### config.mk
export PLATFORM = sky130hd
export DESIGN_NAME = flood_game_ctrl
export DESIGN_NICKNAME = d
export VERILOG_FILES = /design/src/rtl/flood_pkg.sv /design/src/rtl/flood_game_lfsr16.sv /design/src/rtl/flood_game_ctrl.sv
export SDC_FILE = /design/constraint.sdc
export NUM_CORES = 1
export LEC_CHECK = 0
export ABC_AREA = 1
export BUFFER_PORTS_ARGS = -buffer_cell sky130_fd_sc_hd__buf_2
export CORE_UTILIZATION = 50
export DETAILED_ROUTE_END_ITERATION = 8
export PLACE_DENSITY_LB_ADDON = 0.12
export SLEW_MARGIN = 20
export SYNTH_ARGS = -nofsm -noshare
export SYNTH_HDL_FRONTEND = slang
export SYNTH_HIERARCHICAL = 1
export SYNTH_SLANG_ARGS = --single-unit
### constraint.sdc
create_clock -name MASTER_CLOCK -period 3.55 [get_ports MASTER_CLOCK]
set_input_delay 0.1775 -clock MASTER_CLOCK [delete_from_list [all_inputs] [get_ports MASTER_CLOCK]]
set_output_delay 0.1775 -clock MASTER_CLOCK [all_outputs]
set_load 0.1 [all_outputs]
### src/rtl/flood_pkg.sv
// Shared types, widths and configuration helpers for the flood game controller.
// Holds the state encoding plus the try-budget lookup used at game start.
package flood_pkg;

  typedef enum logic [2:0] {
    S_IDLE  = 3'd0,
    S_ACK   = 3'd1,
    S_FILL  = 3'd2,
    S_PLAY  = 3'd3,
    S_FLOOD = 3'd4,
    S_WIN   = 3'd5,
    S_LOSE  = 3'd6
  } state_t;

  localparam int CELL_AW = 10;
  localparam int COLOR_W = 3;

  localparam logic [4:0] MAX_SIZE       = 5'd26;
  localparam logic [4:0] DEFAULT_SIZE   = 5'd14;
  localparam logic [3:0] DEFAULT_COLORS = 4'd6;

  // Legal sides are 2,6,..,26: all congruent to 2 mod 4.
  function automatic logic legal_cfg(
    input logic [4:0] size,
    input logic [3:0] colors
  );
    return (size[1:0] == 2'b10) && (size <= MAX_SIZE) &&
           (colors >= 4'd3) && (colors <= 4'd8);
  endfunction

  function automatic logic [7:0] budget(
    input logic [4:0] size,
    input logic [3:0] colors
  );
    logic [47:0] row;
    int          i;
    case (size)
      5'd2:  row = {8'd4,  8'd4,  8'd3,  8'd2,  8'd2,  8'd1};
      5'd6:  row = {8'd14, 8'd12, 8'd10, 8'd8,  8'd7,  8'd5};
      5'd10: row = {8'd23, 8'd20, 8'd17, 8'd14, 8'd11, 8'd8};
      5'd14: row = {8'd33, 8'd29, 8'd25, 8'd20, 8'd16, 8'd12};
      5'd18: row = {8'd42, 8'd37, 8'd32, 8'd26, 8'd21, 8'd16};
      5'd22: row = {8'd52, 8'd45, 8'd39, 8'd32, 8'd26, 8'd19};
      5'd26: row = {8'd61, 8'd54, 8'd46, 8'd38, 8'd30, 8'd23};
      default: row = '0;
    endcase
    i = (int'(colors) - 3) * 8;
    if (i < 0 || i > 40) return 8'd0;
    return row[i +: 8];
  endfunction

endpackage

### src/rtl/flood_game_lfsr16.sv
// Free-running 16-bit Fibonacci LFSR, x^16+x^14+x^13+x^11+1, shifting left.
// Exposes the low colour bits of the value it will hold after the next edge.
module flood_lfsr16
  import flood_pkg::*;
#(
  parameter logic [15:0] SEED = 16'hACE1
) (
  input  logic               clk,
  input  logic               rst_n,
  output logic [COLOR_W-1:0] rnd
);

  logic [15:0] q;
  logic [15:0] d;

  assign d   = {q[14:0], q[15] ^ q[13] ^ q[12] ^ q[10]};
  assign rnd = d[COLOR_W-1:0];

  always_ff @(posedge clk or negedge rst_n) begin
    if (!rst_n) q <= SEED;
    else        q <= d;
  end

endmodule

### src/rtl/flood_game_ctrl.sv
// Game-side controller: start handshake, random board fill, pick-to-flood
// sequencing, try counting and win/lose decision.
module flood_game_ctrl
  import flood_pkg::*;
#(
  parameter logic [15:0] SEED = 16'hACE1
) (
  input  logic               MASTER_CLOCK,
  input  logic               RESET_N,
  input  logic               BEGIN_GAME,
  output logic               ACK_BEGIN_GAME,
  input  logic [4:0]         SIZE,
  input  logic [3:0]         COLOR_NUM,
  input  logic               ABORT,
  input  logic               PICK_VALID,
  input  logic [COLOR_W-1:0] PICK_COLOR,
  output logic               FLOOD_START,
  output logic [COLOR_W-1:0] FLOOD_COLOR,
  input  logic               FLOOD_DONE,
  input  logic               FLOOD_WON,
  output logic               WR_EN,
  output logic [CELL_AW-1:0] WR_ADDR,
  output logic [COLOR_W-1:0] WR_DATA,
  output logic [4:0]         GAME_SIZE,
  output logic [3:0]         GAME_COLORS,
  output logic [COLOR_W-1:0] CORNER_COLOR,
  output logic [7:0]         TRIES,
  output logic [7:0]         TOTAL_TRIES,
  output logic [2:0]         STATE
);

  state_t             state;
  logic [CELL_AW-1:0] cnt;
  logic [CELL_AW-1:0] cells;
  logic [COLOR_W-1:0] rnd;
  logic               cfg_ok;
  logic               fill_hit;
  logic               pick_ok;
  logic [7:0]         tries_inc;

  flood_lfsr16 #(
    .SEED (SEED)
  ) u_lfsr (
    .clk   (MASTER_CLOCK),
    .rst_n (RESET_N),
    .rnd   (rnd)
  );

  assign STATE     = state;
  assign cells     = {5'd0, GAME_SIZE} * {5'd0, GAME_SIZE};
  assign cfg_ok    = legal_cfg(SIZE, COLOR_NUM);
  assign fill_hit  = {1'b0, rnd} < GAME_COLORS;
  assign pick_ok   = ({1'b0, PICK_COLOR} < GAME_COLORS) &&
                     (PICK_COLOR != CORNER_COLOR);
  assign tries_inc = TRIES + 8'd1;

  always_ff @(posedge MASTER_CLOCK or negedge RESET_N) begin
    if (!RESET_N) begin
      state          <= S_IDLE;
      ACK_BEGIN_GAME <= 1'b0;
      FLOOD_START    <= 1'b0;
      WR_EN          <= 1'b0;
      WR_ADDR        <= '0;
      WR_DATA        <= '0;
      FLOOD_COLOR    <= '0;
      CORNER_COLOR   <= '0;
      TRIES          <= 8'd0;
      TOTAL_TRIES    <= 8'd0;
      GAME_SIZE      <= DEFAULT_SIZE;
      GAME_COLORS    <= DEFAULT_COLORS;
      cnt            <= '0;
    end else begin
      ACK_BEGIN_GAME <= 1'b0;
      FLOOD_START    <= 1'b0;
      WR_EN          <= 1'b0;
      if (ABORT) begin
        state <= S_IDLE;
        TRIES <= 8'd0;
      end else begin
        unique case (state)
          S_IDLE, S_WIN, S_LOSE: begin
            if (BEGIN_GAME) begin
              if (cfg_ok) begin
                GAME_SIZE   <= SIZE;
                GAME_COLORS <= COLOR_NUM;
                TOTAL_TRIES <= budget(SIZE, COLOR_NUM);
              end else begin
                GAME_SIZE   <= DEFAULT_SIZE;
                GAME_COLORS <= DEFAULT_COLORS;
                TOTAL_TRIES <= budget(DEFAULT_SIZE, DEFAULT_COLORS);
              end
              TRIES          <= 8'd0;
              cnt            <= '0;
              ACK_BEGIN_GAME <= 1'b1;
              state          <= S_ACK;
            end
          end
          // Fill starts on the ack cycle so the first write lands right after it.
          S_ACK, S_FILL: begin
            if (cnt == cells) begin
              state <= S_PLAY;
            end else begin
              state <= S_FILL;
              if (fill_hit) begin
                WR_EN   <= 1'b1;
                WR_ADDR <= cnt;
                WR_DATA <= rnd;
                cnt     <= cnt + CELL_AW'(1);
                if (cnt == '0) CORNER_COLOR <= rnd;
              end
            end
          end
          S_PLAY: begin
            if (PICK_VALID && pick_ok) begin
              FLOOD_START <= 1'b1;
              FLOOD_COLOR <= PICK_COLOR;
              state       <= S_FLOOD;
            end
          end
          S_FLOOD: begin
            if (FLOOD_DONE) begin
              TRIES        <= tries_inc;
              CORNER_COLOR <= FLOOD_COLOR;
              if (FLOOD_WON)                   state <= S_WIN;
              else if (tries_inc == TOTAL_TRIES) state <= S_LOSE;
              else                             state <= S_PLAY;
            end
          end
          default: state <= S_IDLE;
        endcase
      end
    end
  end

endmodule

# == Word-level counts from Yosys, hierarchy flattened ==
# Index checks and enable logic that the tools add are counted.
# word_totals
reg_bits,76
in_bits,19
output_inout_bits,50
# op_classes
addsub,3
multipliers,1
order_cmp,7
n_eq_ne,25
shift,1
mux,46
bitwise,5
reduce_logical,20
# ops
operator,n
$pmux 46 s7,1
$mux 48,4
$mux 8,6
$shiftx 48x8->8,1
$mux 10,3
$mux 3,10
$pmux 10 s2,1
$mux 1,16
$pmux 8 s2,1
$eq 5x5->1 const B,3
$pmux 3 s4,1
$reduce_and 3->1,4
$add 10x1->10 const B,1
$eq 10x10->1,1
$eq 5x4->1 const B,2
$logic_not 10->1,1
$mul 5x5->10,1
$ne 2x2->1 const B,5
$eq 3x3->1 const B,3
$ne 3x3->1 const B,3
$add 8x1->8 const B,1
$eq 8x8->1,1
$gt 8x7->1 const B,1
$lt 3x4->1,2
26 further kinds,35

# == Logic depth before layout (Yosys ltp) ==
# depth
depth_word,11
mapped_depth,22

# == Hierarchy ==
# Netlist, hierarchy kept.
# modules_own_cells
mod,n_inst,cells_each,area_per_inst_um2,seq_area_each_um2
flood_game_ctrl,1,643,4471.8,1457.6
flood_lfsr16,1,35,496.7,410.4

# == Worst setup path before layout ==
# OpenSTA, ideal clock, no wires.
# synth_timing
kind,reg-to-reg
startpoint,register GAME_SIZE[0]
endpoint,register WR_ADDR[5]
arrival_time_ns,4.170
slack_ns,-0.696
path_stages_with_launch,22
period_less_slack_ns,4.246
cell_sequence,dfrtp_1 buf_6 nand2_1 fa_1 inv_1 fa_1 ha_1 a31o_2 ha_1 nand2_1 nor2_1 nand2_1 nand3_1 nand2_1 nand2_1 nand2_2 nor2_4 nand3_2 nand2_4 buf_12 nand2_2 o21ai_1
# synth_via
elab_chain_len,4
# synth_lines
item,line,text
"start, declared",flood_game_ctrl.sv:24,"output logic [4:0] GAME_SIZE,"
"start signal, assigned",flood_game_ctrl.sv:69,GAME_SIZE <= DEFAULT_SIZE;
"start signal, assigned",flood_game_ctrl.sv:84,GAME_SIZE <= SIZE;
"start signal, assigned",flood_game_ctrl.sv:88,GAME_SIZE <= DEFAULT_SIZE;
$mul 5x5->10,flood_game_ctrl.sv:50,"assign cells = {5'd0, GAME_SIZE} * {5'd0, GAME_SIZE};"
$eq 10x10->1,flood_game_ctrl.sv:100,if (cnt == cells) begin
$not 1->1 (no source line),--,
$reduce_and 4->1 (no source line),--,
"end signal, assigned",flood_game_ctrl.sv:106,WR_ADDR <= cnt;
"end, declared",flood_game_ctrl.sv:22,"output logic [CELL_AW-1:0] WR_ADDR,"
# No other way between the ends.
# A chain may end at the register's enable or synchronous reset.

# == Worst setup path after layout ==
# layout_timing
startpoint,register GAME_SIZE[2]
endpoint,register cnt[2]
# layout_via
elab_chain_len,4
# layout_lines
item,line,text
$mul 5x5->10,flood_game_ctrl.sv:50,
$eq 10x10->1,flood_game_ctrl.sv:100,
$ne 2x2->1 (no source line),--,
$reduce_and 5->1 (no source line),--,
"end signal, assigned",flood_game_ctrl.sv:108,cnt <= cnt + CELL_AW'(1);
"end, declared",flood_game_ctrl.sv:33,logic [CELL_AW-1:0] cnt;
# No other way between the ends.

==> metrics <==
outcome=finished with violations; failing checks=setup timing; post-synthesis register bit count=74; core area=9680 um2; post-synthesis sequential area ratio=0.376; shortest period the worst path allows=3.77 ns; clock slew seen by the registers of the worst setup and hold paths=0.09 ns; Layout area overhead=19.4%; CTS buffer count=9; sw frac=0.499; initial antenna violation count=0; final hold viol count=0; sequential power share=0.273; Max-cap violations=0; Final setup viols=27; clock sink count=74; Finished Cell Area=5930 um2; Pint=1.89 mW; Post-synth top flop=dfrtp_1; vias in the first global route=4577; Mapped Area=4970 um2; Leak=3.17 nW; Net Sw Power=1.88 mW; H-tree depth=3; die width=102 um; largest net degree at the start of global routing=75; TritonRoute pass-1 iters=5; clock tree buffer depth=2; DR iter-0 viols=195; peak supply drop=0.000423 V; top cell type's share of synthesized area=0.307; Setup WS pre-CTS=-0.203 ns; CP max FO=6; most frequent cells in the layout=nand2_1 (193), inv_1 (94), buf_2 (65); Remaining DRCs=0; worst hold slack=0.0809 ns; HPWL after detailed placement=9190 um; HP Class=in2reg; total gr overflow=0; RSZ-0062 raised after global routing=yes; CP Data Arrival Time=4.07 ns; fmax=265 MHz; die height=102 um; Clock power frac=0.183; combinational share of power=0.544; Mean Syn Cell Area=7.33 um2; final core occ=0.612; ys async rst share=1.00; share of cells above drive strength 1=0.249; post-DR vias/cell=5.30; top cells by area, synth=dfrtp_1 (31%), nand2_1 (16%), inv_1 (7.4%); CTS Root Cell=clkbuf_8; CTS tree=done; area of the multi-input gates=2750 um2; Storage cell area=1880 um2; Tightest Pin Transition=0.943 ns; Worst Skew=0.0199 ns; Rel. slew slack=0.371; placed instance area=5470 um2; Layout Nets=799; routability cong.=0.877; CP endpoint kind=register; # diodes=0; port bufs=66; WP data required=3.86 ns; WS Path Type=reg2reg; setup ws final=-0.218 ns; CP startpoint kind=register; GRT Util Overall=0.259; Syn. warnings=6; die area=10300 um2; Initial Utilization=0.513; via count=4746; Gate Count Post-Synth=678; Overall Power=3.78 mW; EDFF count, synth=0; commonest non-fill, non-tap cell in the layout=nand2_1; PD cells=637 nW/um2; Wirelength per Cell=14.0 um; WL final=12600 um; Ports=69; ANT nets after route=0; Yosys cell types=45; crit share post-route=1.06; Fill cells=922; Final Max Tran Viols=0; global-route wire length before repair=20800 um; clock latency on the worst-skew pair=0.37 ns; top cell type by total area after synthesis=dfrtp_1; row count=36
state kept, by name (all words and copies together), names as in the netlist:
signal          cells
u_lfsr/q           16
WR_ADDR            10
cnt                10
TRIES               8
TOTAL_TRIES         6
GAME_SIZE           5
GAME_COLORS         4
CORNER_COLOR        3
FLOOD_COLOR         3
STATE               3
WR_DATA             3
ACK_BEGIN_GAME      1
FLOOD_START         1
WR_EN               1
cell type report:
class,count,area share
clock buffers,11,0.0238
clock inverters,5,0.0105
inverters,105,0.0669
multi-input cells,485,0.464
flip-flops and latches,74,0.317
well taps,133,0.0281
repair buffers,83,0.0899
cell usage after synthesis, types with 2 or more instances:
cell type    n
nand2_1    210
inv_1       98
dfrtp_1     61
nor2_1      47
nand3_1     40
o21ai_0     24
nand4_1     23
ha_1        19
a21oi_1     16
nand2_2     15
dfstp_2     13
xor2_1      12
o22ai_1      8
nor3_1       7
o21ai_1      7
o21ai_2      6
a22oi_1      5
buf_2        5
buf_4        5
inv_2        5
xnor2_1      5
nand3_2      4
or2_2        4
a21boi_0     3
clkbuf_1     3
fa_1         3
nor2_2       3
nor2_4       3
nor4_1       3
buf_12       2
buf_6        2
clkinv_1     2
nand2_4      2
nand3b_1     2
metal layers:
| layer | wire [um] | vias to the layer above | GRT usage |
|---|---|---|---|
| met2 | 6190 | 146 | 0.442 |
| met1 | 5480 | 2254 | 0.321 |
| met4 | 241 | 0 | 0.0870 |
| met3 | 675 | 23 | 0.0635 |
| li1 | - | 2323 | - |
| met5 | 0 | - | 0 |
cell families (layout without fill, tap and decap cells):
kind of cell,after synthesis,in the layout,share of synthesized area
other cells,1,2,0.000755
simple gates,367,370,0.336
fa+ha+maj,22,22,0.0599
xor+xnor,17,17,0.0300
compound gates,74,74,0.0899
buf+inv,123,204,0.108
flops,74,74,0.376
metrics by stage:
step / instances / TNS, ns
3_3_place_gp: 869 / -2.15
3_5_place_dp: 869 / -4.31
6_report: 896 / -4.77
2_1_floorplan: 679 / -6.86
4_1_cts: 895 / -4.49
5_1_grt: 896 / -9.58
critical path, stage by stage (launching register included):
cell     delay (ns)
dfstp_4        0.62
inv_2          0.04
fa_1           0.55
inv_2          0.04
fa_1           0.45
ha_1           0.29
a31o_4         0.23
ha_4           0.30
nand2_1        0.05
nor2_1         0.10
nand2_1        0.08
nand4_1        0.10
nand2_2        0.07
a21oi_4        0.18
buf_6          0.14
nand4_4        0.17
nand3_4        0.16
nand2_1        0.07
nand2_1        0.08
worst paths after layout:
| path | to | cells after the start | slack (ns) | from |
|---|---|---|---|---|
| setup / recovery | cnt[2] | 18 | -0.22 | GAME_SIZE[2] |
| hold / removal | GAME_COLORS[2] | 3 | 0.08 | COLOR_NUM[2] |
| max in group asynchronous | GAME_SIZE[4] | 2 | 2.39 | RESET_N |
| hold reg to reg | u_lfsr/q[9] | 0 | 0.35 | u_lfsr/q[8] |
| setup reg to reg | cnt[2] | 18 | -0.22 | GAME_SIZE[2] |
| min in group asynchronous | CORNER_COLOR[0] | 2 | 0.52 | RESET_N |
power by group through the flow:
stage               combinational (mW)  sequential [mW]  clock, mW
CTS                               1.93             1.03      0.701
finish                            2.06             1.03      0.689
detailed placement                1.78             1.04          0
global route                      2.22             1.04      0.738
global placement                  1.75             1.04          0
floorplan                        0.923             1.57          0
what timing repair did:
item / in CTS / in global routing
pin swaps: 4 / 8
endpoints found under the hold margin: 43 / 0
endpoints found under the setup margin: 27 / 28
resized for setup: 6 / 31
buffers inserted: 5 / 1
hold buffers: 1 / 0
cloned: 4 / 1
(Power assumes the default switching activity.)
